$ cat src/rtl/clk_div_cfg_arbiter.sv
// ============================================================================
// Module   : clk_div_cfg_arbiter
// Brief    : Round-robin arbiter that funnels divider-change requests from
//            NUM_REQ requesters into the div/valid/ready reconfiguration
//            handshake of one runtime-configurable integer clock divider.
//            Requests equal to the current divider value are acknowledged
//            without touching the divider, and a hold-off window after each
//            real reconfiguration keeps the output clock from being stalled
//            back to back.
// Options  : CLK_DIV_CFG_ARBITER_TIMEOUT_EN adds a sticky timeout flag
//            (timeout_o / timeout_clr_i) for a divider that never answers.
// Revision : 1.0 - initial release
// ============================================================================
`default_nettype none

module clk_div_cfg_arbiter #(
    parameter int NUM_REQ        = 4,
    parameter int DIV_WIDTH      = 4,
    parameter int DEFAULT_DIV    = 0,
    parameter int HOLDOFF_CYCLES = 16,
    parameter int TIMEOUT_CYCLES = 256
) (
    input  logic                           clk_i,
    input  logic                           rst_i,
    input  logic [NUM_REQ*DIV_WIDTH-1:0]   req_div_i,
    input  logic [NUM_REQ-1:0]             req_valid_i,
    output logic [NUM_REQ-1:0]             req_ready_o,
    output logic [DIV_WIDTH-1:0]           div_o,
    output logic                           div_valid_o,
    input  logic                           div_ready_i,
    output logic [DIV_WIDTH-1:0]           cur_div_o,
    output logic                           busy_o
`ifdef CLK_DIV_CFG_ARBITER_TIMEOUT_EN
    ,
    output logic                           timeout_o,
    input  logic                           timeout_clr_i
`endif
);

    // ------------------------------------------------------------------------
    // Derived constants
    // ------------------------------------------------------------------------
    localparam int c_ptr_w = (NUM_REQ > 1) ? $clog2(NUM_REQ) : 1;
    localparam int c_ho_w  = (HOLDOFF_CYCLES > 1) ? $clog2(HOLDOFF_CYCLES) : 1;

    localparam logic [DIV_WIDTH-1:0] c_default_div = DIV_WIDTH'(DEFAULT_DIV);

    // ------------------------------------------------------------------------
    // Elaboration-time parameter checks
    // ------------------------------------------------------------------------
    generate
        if (NUM_REQ < 1) begin : g_chk_num_req
            $error("clk_div_cfg_arbiter: NUM_REQ must be >= 1");
        end
        if (DIV_WIDTH < 1) begin : g_chk_div_width
            $error("clk_div_cfg_arbiter: DIV_WIDTH must be >= 1");
        end
        if ((DEFAULT_DIV < 0) || (DEFAULT_DIV >= (2 ** DIV_WIDTH))) begin : g_chk_default_div
            $error("clk_div_cfg_arbiter: DEFAULT_DIV not representable in DIV_WIDTH bits");
        end
        if (HOLDOFF_CYCLES < 0) begin : g_chk_holdoff
            $error("clk_div_cfg_arbiter: HOLDOFF_CYCLES must be >= 0");
        end
        if (TIMEOUT_CYCLES < 1) begin : g_chk_timeout
            $error("clk_div_cfg_arbiter: TIMEOUT_CYCLES must be >= 1");
        end
    endgenerate

    // ------------------------------------------------------------------------
    // State encoding
    // ------------------------------------------------------------------------
    typedef enum logic [1:0] {
        ST_IDLE    = 2'd0,
        ST_ISSUE   = 2'd1,
        ST_HOLDOFF = 2'd2
    } state_t;

    state_t                r_state;
    logic [c_ptr_w-1:0]    r_idx;       // requester owning the in-flight change
    logic [DIV_WIDTH-1:0]  r_div;       // value presented on div_o
    logic                  r_div_valid;
    logic [DIV_WIDTH-1:0]  r_cur_div;   // last value the divider accepted
    logic                  r_busy;
    logic [c_ho_w-1:0]     r_hold;      // hold-off cycles left after this one

    logic [c_ptr_w-1:0]    w_ptr;       // round-robin search start
    logic                  w_found;
    logic [c_ptr_w-1:0]    w_win;
    logic [DIV_WIDTH-1:0]  w_win_div;
    logic                  w_accept_filt;
    logic                  w_accept_issue;
    logic [NUM_REQ-1:0]    w_req_ready;

    // Index that follows idx in round-robin order.
    function automatic logic [c_ptr_w-1:0] f_next_idx(input logic [c_ptr_w-1:0] idx);
        if (int'(idx) >= (NUM_REQ - 1)) begin
            return '0;
        end
        return idx + 1'b1;
    endfunction

    // Round-robin search for the first valid requester starting at w_ptr.
    always_comb begin
        w_found = 1'b0;
        w_win   = '0;
        for (int i = 0; i < NUM_REQ; i++) begin
            if (!w_found && req_valid_i[(int'(w_ptr) + i) % NUM_REQ]) begin
                w_found = 1'b1;
                w_win   = c_ptr_w'((int'(w_ptr) + i) % NUM_REQ);
            end
        end
    end

    assign w_win_div = req_div_i[int'(w_win) * DIV_WIDTH +: DIV_WIDTH];

    // A request for the value already running is acknowledged on the spot;
    // a divider acceptance acknowledges the latched requester.
    assign w_accept_filt  = (r_state == ST_IDLE) && w_found && (w_win_div == r_cur_div);
    assign w_accept_issue = (r_state == ST_ISSUE) && div_ready_i;

    // Acceptance pulse to exactly one requester, or none.
    always_comb begin
        w_req_ready = '0;
        if (w_accept_issue) begin
            w_req_ready[r_idx] = 1'b1;
        end else if (w_accept_filt) begin
            w_req_ready[w_win] = 1'b1;
        end
    end

    // ------------------------------------------------------------------------
    // Round-robin pointer; with a single requester it is a constant 0.
    // ------------------------------------------------------------------------
    generate
        if (NUM_REQ == 1) begin : g_ptr_const
            assign w_ptr = '0;
        end else begin : g_ptr_rr
            logic [c_ptr_w-1:0] r_ptr;

            // Pointer moves past whichever requester was just acknowledged.
            always_ff @(posedge clk_i) begin
                if (rst_i) begin
                    r_ptr <= '0;
                end else if (w_accept_issue) begin
                    r_ptr <= f_next_idx(r_idx);
                end else if (w_accept_filt) begin
                    r_ptr <= f_next_idx(w_win);
                end
            end

            assign w_ptr = r_ptr;
        end
    endgenerate

    // ------------------------------------------------------------------------
    // Main controller: grant, divider handshake, hold-off window.
    // ------------------------------------------------------------------------
    // Control FSM with registered handshake and status outputs.
    always_ff @(posedge clk_i) begin
        if (rst_i) begin
            r_state     <= ST_IDLE;
            r_idx       <= '0;
            r_div       <= c_default_div;
            r_div_valid <= 1'b0;
            r_cur_div   <= c_default_div;
            r_busy      <= 1'b0;
            r_hold      <= '0;
        end else begin
            case (r_state)
                ST_IDLE: begin
                    // Only a genuine change goes to the divider.
                    if (w_found && (w_win_div != r_cur_div)) begin
                        r_idx       <= w_win;
                        r_div       <= w_win_div;
                        r_div_valid <= 1'b1;
                        r_busy      <= 1'b1;
                        r_state     <= ST_ISSUE;
                    end
                end

                ST_ISSUE: begin
                    // div_valid_o/div_o stay frozen until the divider takes them.
                    if (div_ready_i) begin
                        r_cur_div   <= r_div;
                        r_div_valid <= 1'b0;
                        if (HOLDOFF_CYCLES == 0) begin
                            r_busy  <= 1'b0;
                            r_state <= ST_IDLE;
                        end else begin
                            r_hold  <= c_ho_w'(HOLDOFF_CYCLES - 1);
                            r_state <= ST_HOLDOFF;
                        end
                    end
                end

                ST_HOLDOFF: begin
                    // Counter reaching zero marks the last hold-off cycle.
                    if (r_hold == '0) begin
                        r_busy  <= 1'b0;
                        r_state <= ST_IDLE;
                    end else begin
                        r_hold <= r_hold - 1'b1;
                    end
                end

                default: begin
                    r_div_valid <= 1'b0;
                    r_busy      <= 1'b0;
                    r_state     <= ST_IDLE;
                end
            endcase
        end
    end

    assign req_ready_o = w_req_ready;
    assign div_o       = r_div;
    assign div_valid_o = r_div_valid;
    assign cur_div_o   = r_cur_div;
    assign busy_o      = r_busy;

`ifdef CLK_DIV_CFG_ARBITER_TIMEOUT_EN
    // ------------------------------------------------------------------------
    // Stuck-handshake watchdog. Only flags the condition; the handshake
    // keeps waiting because the divider must never see valid withdrawn.
    // ------------------------------------------------------------------------
    localparam int c_to_w = $clog2(TIMEOUT_CYCLES + 1);

    logic [c_to_w-1:0] r_to_cnt;    // ISSUE cycles already completed
    logic              r_timeout;

    // Count ISSUE cycles (restarting on every entry) and raise a sticky flag.
    always_ff @(posedge clk_i) begin
        if (rst_i) begin
            r_to_cnt  <= '0;
            r_timeout <= 1'b0;
        end else begin
            if (r_state != ST_ISSUE) begin
                r_to_cnt <= '0;
            end else if (r_to_cnt != c_to_w'(TIMEOUT_CYCLES)) begin
                r_to_cnt <= r_to_cnt + 1'b1;
            end

            if (timeout_clr_i) begin
                r_timeout <= 1'b0;
            end else if ((r_state == ST_ISSUE) && (r_to_cnt == c_to_w'(TIMEOUT_CYCLES - 1))) begin
                r_timeout <= 1'b1;
            end
        end
    end

    assign timeout_o = r_timeout;
`endif

    // ------------------------------------------------------------------------
    // Protocol checks
    // ------------------------------------------------------------------------
    // The requester being served must keep its valid up until its ready.
    a_req_held: assert property (@(posedge clk_i) disable iff (rst_i)
        (r_state == ST_ISSUE) |-> req_valid_i[r_idx]);

    // At most one requester is acknowledged per cycle.
    a_ready_onehot: assert property (@(posedge clk_i) disable iff (rst_i)
        $onehot0(req_ready_o));

endmodule

`default_nettype wire
$ cat config.mk
export PLATFORM = sky130hd
export DESIGN_NAME = clk_div_cfg_arbiter
export DESIGN_NICKNAME = d
export VERILOG_FILES = /design/src/rtl/clk_div_cfg_arbiter.sv
export SDC_FILE = /design/constraint.sdc
export NUM_CORES = 1
export LEC_CHECK = 0
export ABC_AREA = 1
export CAP_MARGIN = 15
export CORE_MARGIN = 2
export CORE_UTILIZATION = 55
export DETAILED_ROUTE_END_ITERATION = 12
export PLACE_DENSITY_LB_ADDON = 0.12
export SYNTH_ARGS = -nofsm -noshare
export SYNTH_HDL_FRONTEND = slang
export SYNTH_SLANG_ARGS = --single-unit
$ cat constraint.sdc
create_clock -name clk_i -period 3.64 [get_ports clk_i]
set_input_delay 0.728 -clock clk_i [delete_from_list [all_inputs] [get_ports clk_i]]
set_output_delay 0.728 -clock clk_i [all_outputs]
set_load 0.02 [all_outputs]
== Yosys cells after proc, flatten, opt, wreduce, memory -nomap -nowiden ==
Cells that the tools add are included.

* Flip-flop bits (word level): 20
* Input bits: 23
* Output and inout bits: 14
* Word-level logic and storage cells: 113

* $add $sub $neg: 6
* Order comparisons: 10
* Equal/unequal tests: 8
* Shift operators: 1
* Mux-type cells: 50
* Bitwise operators: 5
* Reductions and logical operators: 25

{| class="wikitable"
|+ Operators with widths
! cell !! count
|-
| 2-to-1 mux 2 bit || 13
|-
| 2-to-1 mux 1 bit || 23
|-
| 2-to-1 mux 4 bit || 4
|-
| variable part select 16 x 5 -> 4 bit || 1
|-
| less-than comparator 3 x 4 -> 1 bit (second input constant) || 3
|-
| AND reduction 3 bit || 4
|-
| logical AND 1 bit || 9
|-
| less-than comparator 2 x 3 -> 1 bit (second input constant) || 3
|-
| binary-select mux 1 bit (select 2 bit) || 4
|-
| one-hot mux 4 bit (2 select lines) || 1
|-
| adder 2 x 1 -> 2 bit (second input constant) || 3
|-
| != test 2 bit (second input constant) || 3
|-
| one-hot mux 1 bit (3 select lines) || 2
|-
| one-hot mux 2 bit (3 select lines) || 1
|-
| OR reduction 2 bit || 3
|-
| adder 2 bit (second input constant) || 2
|-
| demux 1 bit (select 2 bit) || 2
|-
| equality test 4 bit || 1
|-
| greater-or-equal comparator 2 x 1 -> 1 bit (second input constant) || 2
|-
| greater-or-equal comparator 2 bit (second input constant) || 2
|-
| logical NOT 4 bit || 1
|-
| != test 4 bit || 1
|-
| AND reduction 2 bit || 2
|-
| nonzero test 2 bit || 2
|-
| other kinds (8) || 13
|}

== Depth between registers and ports, before layout ==
* Word-level depth: 23
* Gate-level depth with buffers: 22
* Gate-level depth less buffers: 22

== Least setup slack after synthesis ==
Ideal clock, no wire load.

* Path kind: input to output
* Start: input port req_valid_i[3]
* End: output port req_ready_o[0]
* Data arrival time: 2.544 ns
* Setup slack: 0.368 ns
* Stages: 16
* Path buffers: 1
* Cell sequence: inv_1 nand2_2 nand3_2 nand2_2 nor2_4 nand3_2 nand2_4 nand2_4 buf_6 nand2_2 nand3_2 nand3_1 nand2_1 nor2_2 nand3b_2 o21ai_0

* Longest elaborated chain between the ends: 18

{| class="wikitable"
|+ Ends and longest elaborated chain
! element !! line !! text
|-
| from (decl) || 26 || <nowiki>input logic [NUM_REQ-1:0] req_valid_i,</nowiki>
|-
| branches (longest 16 deep; another with binary-select mux 1 bit (select 2 bit)) || n/a ||
|-
| 2-to-1 mux 4 bit * || 126 || <nowiki>end else if (w_accept_filt) begin</nowiki>
|-
| 2-to-1 mux 4 bit * || 124 || <nowiki>if (w_accept_issue) begin</nowiki>
|-
| to (decl) || 27 || <nowiki>output logic [NUM_REQ-1:0] req_ready_o,</nowiki>
|}

Mark *: on every way between the ends. The select of a mux whose other input is x is not followed.

== Worst setup path in the final report ==
* Start: input port req_valid_i[2]
* End: output port req_ready_o[0]

Same word-level chain as after synthesis.

==> results.json <==
{
  "diodes": 0,
  "die_area_um2": 3550,
  "synth_seq_cells": 20,
  "ys_warn_count": 0,
  "finish.instance_area_um2": 2490,
  "rows": 20,
  "period_needed_ns": 3.59,
  "relSlewSlack": 0.699,
  "arrival_ns": 2.86,
  "min_period_over_period": 0.986,
  "reg2reg_setup_slack_ns": 0.88,
  "netlist_top_cells_area": "dfxtp_1 24%, nand2_1 17%, inv_1 8.4%",
  "grt_pass1_vias": 1737,
  "track_usage": 0.266,
  "clockBufferDepth": 2,
  "crit_fanout": 6,
  "leakage_nw": 1.22,
  "power-per-cell-area_nw_per_um2": 787,
  "cts_buffers": 3,
  "nNetsFinal": 357,
  "die_h_um": 59.6,
  "endpoint_kind": "primary output",
  "cts_tree": "done",
  "finalMaxSlewViolations": 0,
  "dr.pass1.iters": 4,
  "critPathRequiredTime_ns": 2.91,
  "crit_slowest_cell": "dlygate4sd2_1",
  "grt_pass1_wl_mm": 7.31,
  "synth_area_um2": 1700,
  "syn_inst": 267,
  "io_pins": 37,
  "timing.rr.end": "div_o[2]",
  "dieWidth_um": 59.6,
  "clk_pin_slew_worst_paths_ns": 0.11,
  "cp_common_cell": "nand2_2",
  "multi_input_area_um2": 1270,
  "finalClockSkew_ns": 0.0148,
  "globalRouteOverflowTotal": 0,
  "mostFrequentLayoutCell": "nand2_1",
  "critPathTopFamily": "simple AND/OR/NAND/NOR gates",
  "layout_common_cells": "63 x nand2_1, 33 x inv_1, 28 x clkdlybuf4s50_1",
  "place_congestion": 0.861,
  "path_cells": "dlygate4sd2_1, inv_2, nand2_2, nand2_2, nand2_1, nand2_2, nor2_2, nor2_4, nand2_8, buf_4, nand3b_1, nand3_1, nand3_1, nand2_2, nor2_4, nand3b_4, o21ai_2, buf_6",
  "area_delta_synth_final_pct": 46.3,
  "crit_cells": 18,
  "worstSkewPairLatency_ns": 0.33,
  "grt_max_degree": 16,
  "pre_cts_slack_ns": -0.619,
  "status": "completed",
  "post-dp-hpwl_mm": 2.88,
  "critical_path.endpoint": "req_ready_o[0]",
  "cpPeakStageDelay_ns": 0.25,
  "ir_drop_mv": 0.517,
  "vias": 1973,
  "placed_area_um2": 2140,
  "synth_seq_area_share": 0.235,
  "netlist.area_leader.share": 0.235,
  "drv_cap": 0,
  "worst_slew_pin_slew_ns": 0.451,
  "hold_viol_final": 0,
  "synth.largest_area_cell": "dfxtp_1",
  "wl_mm": 4.94,
  "cts_sinks": 20,
  "syn-num-nets": 299,
  "r2r_start": "g_ptr_rr.r_ptr[0]",
  "start_kind": "input port",
  "antenna_left": 0,
  "crit_buf_inv": 4,
  "post-route-drc-count": 0,
  "num-fill-cells": 188,
  "vias_per_cell": 5.53,
  "synth_cell_types": 28,
  "coreArea_um2": 3000,
  "initial_utilization": 0.567,
  "cts_root_buffer": "clkbuf_4",
  "cp-startpoint": "req_valid_i[2]",
  "wl_per_cell_um": 13.8,
  "port-buffer-count": 36,
  "regArea_um2": 402,
  "htree_levels": 1,
  "fmax_ghz": 0.279,
  "report.final.setup_viol": 0,
  "drive_gt1_frac": 0.290,
  "antenna_found_initial": 0,
  "reg2reg_depth": 18,
  "syn_area_per_cell_um2": 6.37,
  "finalWorstSetupSlack_ns": 0.0521,
  "crit_type": "input port to primary output",
  "hold_path_class": "register to register",
  "drtIter0Drc": 108
}
[cell type report]
| class | instances | share of cell area |
|---|---|---|
| sequential | 20 | 0.161 |
| clock buffer | 4 | 0.0146 |
| timing repair buffer | 60 | 0.234 |
| multi-input combinational | 199 | 0.512 |
| tap | 33 | 0.0166 |
| inverter | 41 | 0.0618 |
[timing repair]
item,4_1_cts,5_1_grt
resized for setup,60,22
gates cloned,2,0
pin swaps,14,22
buffers inserted,8,3
setup endpoints to repair,4,4
hold buffers,0,0
[worst min-delay path, cell delays in order, from the launching register on]
cell     delay [ns]
dfxtp_1        0.34
inv_1          0.05
a21oi_1        0.05
[state kept, by name, indices dropped and copies added, names as in the netlist]
signal          flops
r_state             2
busy_o              1
r_hold              4
r_idx               2
div_valid_o         1
g_ptr_rr.r_ptr      2
cur_div_o           4
div_o               4
[logic make-up after synthesis]
logic type               after synthesis  share of synthesized area
AND/OR/NAND/NOR                      150                      0.447
buffers and inverters                 49                      0.130
AO/OA/AOI/OAI                         38                      0.115
flip-flops                            20                      0.235
adder cells (fa/ha/maj)                9                     0.0662
multiplexers                           1                    0.00662
[synth_stat cells]
master and number:
nand2_1 75, inv_1 38, nand3_1 26, a21oi_1 21, dfxtp_1 20, o21ai_0 14, nor2_1 13, ha_1 9
nand2_2 9, nand3_2 7, nand3b_1 7, nand2_4 4, buf_6 3, clkbuf_1 3, inv_2 3, nand4_1 2
nor2_2 2, a21oi_2 1, a31oi_1 1, buf_4 1, buf_8 1, mux2_2 1, nand3_4 1, nand3b_2 1
nor2_4 1, nor3_1 1, o21ai_1 1, or2_1 1
[report_power, final]
group | internal (mW) | total [mW] | leakage (nW) | switching [mW]
clock | 0.0614 | 0.141 | 0.0210 | 0.0799
combinational | 0.644 | 1.48 | 1.03 | 0.836
sequential | 0.290 | 0.339 | 0.166 | 0.0489
[how the worst min path moves through the flow]
stage	startpoint	to	slack, ns	cells past startpoint
after floorplan	r_hold[1]	r_hold[1]	0.45	2
after global placement	busy_o	busy_o	0.45	2
after detailed placement	div_o[3]	div_o[3]	0.46	2
after CTS	div_valid_o	div_valid_o	0.47	2
after global routing	div_valid_o	div_valid_o	0.49	2
final	div_o[0]	div_o[0]	0.47	2
[per-layer routing]
| metal | routed length, µm | share of wire | global-route usage |
|---|---|---|---|
| met1 | 2010 | 0.41 | 0.325 |
| met2 | 2400 | 0.49 | 0.441 |
| met3 | 272 | 0.055 | 0.0502 |
| met4 | 256 | 0.052 | 0.137 |
| met5 | 0 | 0 | 0 |
[through the flow]
step	util	power [mW]	hold WS, ns	cells	TNS, ns
CTS	0.790	1.81	0.474	354	0
floorplan	-	1.15	0.448	267	0
detailed placement	0.712	1.42	0.455	340	-2.37
finish	0.829	1.96	0.472	357	0
global route	0.829	2.09	0.486	357	-0.184
global placement	0.712	1.40	0.452	340	-2.02
Power figures use the tool's default switching activity.
